<file path="config.mk">
export PLATFORM = sky130hd
export DESIGN_NAME = lock_sequencer
export DESIGN_NICKNAME = d
export VERILOG_FILES = /design/src/rtl/lock_sequencer.sv
export SDC_FILE = /design/constraint.sdc
export NUM_CORES = 1
export LEC_CHECK = 0
export ABC_AREA = 1
export BUFFER_PORTS_ARGS = -buffer_cell sky130_fd_sc_hd__buf_4
export CELL_PAD_IN_SITES_DETAIL_PLACEMENT = 0
export CELL_PAD_IN_SITES_GLOBAL_PLACEMENT = 1
export CORE_MARGIN = 1
export CORE_UTILIZATION = 44
export DETAILED_ROUTE_END_ITERATION = 8
export GPL_ROUTABILITY_DRIVEN = 1
export PLACE_DENSITY_LB_ADDON = 0.05
export SLEW_MARGIN = 15
export SYNTH_ARGS = -nofsm -noshare
export SYNTH_HDL_FRONTEND = slang
export SYNTH_SLANG_ARGS = --single-unit
</file>
<file path="constraint.sdc">
create_clock -name clk -period 3.4 [get_ports clk]
set_clock_uncertainty 0.15 [all_clocks]
set_input_delay 0.51 -clock clk [delete_from_list [all_inputs] [get_ports clk]]
set_output_delay 0.51 -clock clk [all_outputs]
set_load 0.005 [all_outputs]
</file>
<file path="src/rtl/lock_sequencer.sv">
// lock_sequencer: supervisory controller for the switch-code verifier.
// It owns the verifier reset (vrst_n), watches the verifier status code and
// sequences attempts: an unlock window on success, clear-and-rearm on failure,
// and a timed lockout after MAX_FAIL consecutive failures.
// Optional build macro: ENTRY_TIMEOUT_EN adds an idle timer that aborts a
// stalled partial entry and counts it as a failure.
module lock_sequencer #(
  parameter int unsigned MAX_FAIL     = 3,
  parameter int unsigned UNLOCK_CYC   = 1000,
  parameter int unsigned LOCK_CYC     = 2000,
  parameter int unsigned ENTRY_TO_CYC = 500,
  parameter int unsigned MIN_CLR      = 2,
  localparam int unsigned FAIL_W      = $clog2(MAX_FAIL + 1)
) (
  input  logic              clk,
  input  logic              rst,
  input  logic [3:0]        status_in,
  input  logic              sw_any,
  output logic              vrst_n,
  output logic              unlock,
  output logic              locked,
  output logic [FAIL_W-1:0] fail_cnt,
  output logic [1:0]        state_out
);

  localparam int unsigned T_UL      = (UNLOCK_CYC > LOCK_CYC) ? UNLOCK_CYC : LOCK_CYC;
  localparam int unsigned T_ULE     = (T_UL > ENTRY_TO_CYC) ? T_UL : ENTRY_TO_CYC;
  localparam int unsigned TIMER_MAX = (T_ULE > MIN_CLR) ? T_ULE : MIN_CLR;
  localparam int unsigned TIMER_W   = $clog2(TIMER_MAX + 1);

  localparam logic [3:0] ST_IDLE = 4'd0;
  localparam logic [3:0] ST_DONE = 4'd4;
  localparam logic [3:0] ST_ERR  = 4'd5;

  typedef enum logic [1:0] {
    S_CLEAR    = 2'd0,
    S_ARMED    = 2'd1,
    S_UNLOCKED = 2'd2,
    S_LOCKOUT  = 2'd3
  } state_t;

  state_t              r_state;
  logic [TIMER_W-1:0]  r_timer;
  logic [FAIL_W-1:0]   r_fail_cnt;
  logic                r_vrst_n;
  logic                r_unlock;
  logic                r_locked;

  state_t              w_state_nxt;
  logic [TIMER_W-1:0]  w_timer_nxt;
  logic [FAIL_W-1:0]   w_fail_nxt;
  logic [FAIL_W-1:0]   w_fail_inc;
  logic                w_fail_event;

`ifdef ENTRY_TIMEOUT_EN
  logic [3:0]          r_prev_status;

  // Previous status sample, used to detect activity during a partial entry
  always_ff @(posedge clk or negedge rst) begin
    if (!rst) begin
      r_prev_status <= 4'd0;
    end else begin
      r_prev_status <= status_in;
    end
  end
`endif

  // Saturating increment of the consecutive-failure count
  assign w_fail_inc = (r_fail_cnt >= FAIL_W'(MAX_FAIL)) ? r_fail_cnt
                                                         : r_fail_cnt + FAIL_W'(1);

  // Next-state, shared timer and failure-count logic
  always_comb begin
    w_state_nxt  = r_state;
    w_timer_nxt  = (r_timer != '0) ? r_timer - TIMER_W'(1) : r_timer;
    w_fail_nxt   = r_fail_cnt;
    w_fail_event = 1'b0;

    case (r_state)
      S_CLEAR: begin
        // Never arm the verifier while any switch is still raised
        if ((r_timer == '0) && !sw_any) begin
          w_state_nxt = S_ARMED;
`ifdef ENTRY_TIMEOUT_EN
          w_timer_nxt = TIMER_W'(ENTRY_TO_CYC - 1);
`else
          w_timer_nxt = '0;
`endif
        end
      end

      S_ARMED: begin
        w_timer_nxt = r_timer;
        if (status_in == ST_DONE) begin
          w_state_nxt = S_UNLOCKED;
          w_fail_nxt  = '0;
          w_timer_nxt = TIMER_W'(UNLOCK_CYC - 1);
        end else if (status_in >= ST_ERR) begin
          w_fail_event = 1'b1;
        end else begin
`ifdef ENTRY_TIMEOUT_EN
          if ((status_in == ST_IDLE) || (status_in != r_prev_status)) begin
            w_timer_nxt = TIMER_W'(ENTRY_TO_CYC - 1);
          end else if (r_timer == '0) begin
            w_fail_event = 1'b1;
          end else begin
            w_timer_nxt = r_timer - TIMER_W'(1);
          end
`endif
        end

        if (w_fail_event) begin
          w_fail_nxt = w_fail_inc;
          if (w_fail_inc == FAIL_W'(MAX_FAIL)) begin
            w_state_nxt = S_LOCKOUT;
            w_timer_nxt = TIMER_W'(LOCK_CYC - 1);
          end else begin
            w_state_nxt = S_CLEAR;
            w_timer_nxt = TIMER_W'(MIN_CLR - 1);
          end
        end
      end

      S_UNLOCKED: begin
        if (r_timer == '0) begin
          w_state_nxt = S_CLEAR;
          w_timer_nxt = TIMER_W'(MIN_CLR - 1);
        end
      end

      S_LOCKOUT: begin
        if (r_timer == '0) begin
          w_state_nxt = S_CLEAR;
          w_timer_nxt = TIMER_W'(MIN_CLR - 1);
          w_fail_nxt  = '0;
        end
      end

      default: begin
        w_state_nxt = S_CLEAR;
        w_timer_nxt = TIMER_W'(MIN_CLR - 1);
      end
    endcase
  end

  // State register; outputs are decoded from the next state so they change on the entry edge
  always_ff @(posedge clk or negedge rst) begin
    if (!rst) begin
      r_state    <= S_CLEAR;
      r_timer    <= '0;
      r_fail_cnt <= '0;
      r_vrst_n   <= 1'b0;
      r_unlock   <= 1'b0;
      r_locked   <= 1'b0;
    end else begin
      r_state    <= w_state_nxt;
      r_timer    <= w_timer_nxt;
      r_fail_cnt <= w_fail_nxt;
      r_vrst_n   <= (w_state_nxt == S_ARMED) || (w_state_nxt == S_UNLOCKED);
      r_unlock   <= (w_state_nxt == S_UNLOCKED);
      r_locked   <= (w_state_nxt == S_LOCKOUT);
    end
  end

  assign vrst_n    = r_vrst_n;
  assign unlock    = r_unlock;
  assign locked    = r_locked;
  assign fail_cnt  = r_fail_cnt;
  assign state_out = r_state;

endmodule
</file>
==> reports/results.txt <==
Commonest cells after routing, fill and taps aside -> 38 x nand2_1, 27 x inv_1, 18 x nor2_1, 18 x nand3_1, 18 x dfrtp_1
Fmax -> 463 MHz
Synth top area cells -> dfrtp_1 37%, nand2_1 12%, inv_1 8.2%, nand3_1 7.3%, nor2_1 5.5%
Crit path cell chain -> nor2_1, inv_1, nor3_1, nor2_1, ha_1, inv_1
WHS Path Cells -> 2
Routed WL -> 2810 um
Psw -> 0.0000836 W
RSZ-0062 raised after global routing -> no
IO Count -> 14
Core area -> 2570 um2
Clk network pwr share -> 38.0%
Clock-pin slew on the worst setup and hold paths -> 110 ps
Leak -> 0.674 nW
Worst r2r src -> state_out[1]$_DFF_PN0_
Dpl cell area -> 1350 um2
Post-route setup slack -> 1240 ps
Syn nets -> 184
Pin slew with the least headroom to its limit -> 605 ps
Crit path buffers/inverters -> 2
Switch share -> 22.6%
Max Root-Sink Buffers -> 2
Final slew viol count -> 0
Top Usage Layer GRT -> met2
Kind of cell adding the most delay to the critical path -> simple AND/OR/NAND/NOR gates
Critical-path top delay cell -> dfrtp_1
CTS H-tree depth -> 1
Worst path arrival time -> 2230 ps
Std cell rows -> 18
Total number of vias -> 1,148
Total global routing overflow -> 0
# DRC -> 0
Slew margin rel. -> 59.4%
Setup CP Type -> flip-flop to flip-flop
Effective utilization at floorplan -> 47.9%
Post-Synthesis Cells -> 172
Fillers -> 270
Yosys reg bits -> 18
PD cells -> 265 nW/um2
Met2 Resource Use GR -> 34.1%
Total CTS buffers -> 3
Die Area -> 3010 um2
Startpoint Class -> flip-flop
Yosys top cell area share -> 36.6%
DIE WIDTH -> 54.9 um
Sequential Power Share -> 57.9%
Leading area contributor after synthesis -> dfrtp_1
CTS tree -> built
Final core area utilization -> 54.3%
CP Capture Type -> flip-flop
Fin crit share -> 63.6%
R2R cell count -> 6
Largest net degree at the start of global routing -> 19
Synth cell types -> 27
Synth warn -> 0
Setup Buffers After CTS -> 0
WL per Instance -> 12.9 um
Hold Path End -> r_timer[1]$_DFFE_PN0P_
Max cap viols -> 0
Min-Delay Path Class -> flip-flop to flip-flop
Sequential fraction of the synthesis area -> 36.6%
Via/cell ratio -> 5.27
GRT met3 Usage -> 3.89%
Clk sinks -> 18
Comb pwr share -> 4.0%
Design area -> 1400 um2
Routed Antenna Nets -> 0
Register Area -> 450 um2
Min-delay src -> r_timer[1]$_DFFE_PN0P_
Gr usage total -> 22.3%
Grt met1 use -> 30.2%
Worst R2R End -> vrst_n$_DFF_PN0_
Setup TNS -> 0 ps
Area grow syn2layout -> 13.4%
CP Max Fanout -> 13
Mean post-synth cell area -> 7.15 um2
Root Driver -> clkbuf_4
VDD IR max -> 0.000235 V
Worst path required time -> 3470 ps
First-pass GRT wire length -> 4600 um
DRT Pass-1 Iters -> 4
Placer Congestion -> 0.847
Vias in the first global route -> 1,024
Multi-input gate area -> 658 um2
Chip height -> 54.9 um
# placed instances -> 213
Post-layout min period -> 2160 ps
Max incr delay on CP -> 570 ps
Final hold violations -> 0
Commonest non-fill, non-tap cell in the layout -> nand2_1
First-iteration detailed-routing DRC count -> 16
Hpwl dp -> 2140 um
Non-filler instance count after layout -> 218
Final setup violation count -> 0
Int Pwr -> 0.000286 W
Share of layout cells above drive strength 1 -> 16.0%
Cell area after synthesis -> 1230 um2
ANT cells -> 0
Clock Latency Late Sink -> 300 ps
Antenna violations before repair -> 0
Fin nets -> 201
Worst reg2reg setup slack -> 1240 ps
Status -> complete, no violations
Buffers on Ports -> 13
Pre-CTS setup slack -> 1240 ps
[metal layers]
metal / up-vias / wire [um]
met1: 523 / 1400
met2: 23 / 1230
li1: 593 / -
met3: 9 / 117
met5: - / 0
met4: 0 / 69
[power groups by stage]
stage                     combinational (W)  clock, W  sequential (W)
after CTS                         0.0000155  0.000143        0.000214
after detailed placement          0.0000145         0        0.000218
after global routing              0.0000173  0.000150        0.000214
final                             0.0000149  0.000141        0.000214
after global placement            0.0000140         0        0.000218
after floorplan                  0.00000329         0        0.000218
[worst max path at each step]
stage | start | to | slack [ps] | depth (start not counted)
after floorplan | r_timer[0]$_DFFE_PN0P_ | vrst_n$_DFF_PN0_ | 1620 | 9
after global placement | state_out[1]$_DFF_PN0_ | vrst_n$_DFF_PN0_ | 1260 | 6
after detailed placement | status_in[2] | vrst_n$_DFF_PN0_ | 1240 | 8
after CTS | state_out[1]$_DFF_PN0_ | vrst_n$_DFF_PN0_ | 1250 | 6
after global routing | state_out[1]$_DFF_PN0_ | vrst_n$_DFF_PN0_ | 1060 | 6
final | state_out[1]$_DFF_PN0_ | vrst_n$_DFF_PN0_ | 1240 | 6
[sequential cells by signal, indices dropped and copies added, names as in the netlist]
signal     count
locked         1
state_out      2
vrst_n         1
r_timer       11
fail_cnt       2
unlock         1
[cell usage after synthesis (all sizes together)]
| cell type | number |
|---|---|
| ha | 5 |
| a31oi | 1 |
| o21bai | 1 |
| inv | 28 |
| nand4 | 8 |
| o21ai | 11 |
| o211ai | 3 |
| nand3 | 19 |
| nand2 | 42 |
| o2111ai | 1 |
| nand3b | 1 |
| dfrtp | 18 |
| xor2 | 2 |
| nor3 | 4 |
| a21oi | 3 |
| buf | 2 |
| nor2 | 23 |
[cell type report]
cell class              instances  area share (%)
well taps                      30            2.69
inverters                      28            7.53
repair buffers                 14            7.71
flip-flops and latches         18            32.3
clock buffers                   4            2.60
multi-input cells             124            47.2
[worst register-to-register path, stage by stage, from the launching register on]
cell and delay, ps:
dfrtp_1 570, nor2_1 560, inv_1 160, nor3_1 220, nor2_1 100, ha_1 280, inv_1 30
[logic make-up after synthesis]
| group | after synthesis | synth area share [%] |
|---|---|---|
| xor gates and xnor gates | 2 | 1.42 |
| DFF | 18 | 36.6 |
| buffers and inverters | 30 | 9.87 |
| and+or+nand+nor | 97 | 37.3 |
| adders and majority gates | 5 | 5.09 |
| AOI/OAI and AO/OA | 20 | 9.66 |
[metrics by stage]
stage	hold WS, ps	power, W
floorplan	64.4	0.000221
global placement	244	0.000232
detailed placement	247	0.000233
CTS	356	0.000373
global route	402	0.000381
finish	352	0.000369
[timing repair]
action                    4_1_cts  5_1_grt
gates resized for setup         0        0
hold endpoints to repair       18        0
hold buffers                    1        0
(Power assumes the default switching activity.)
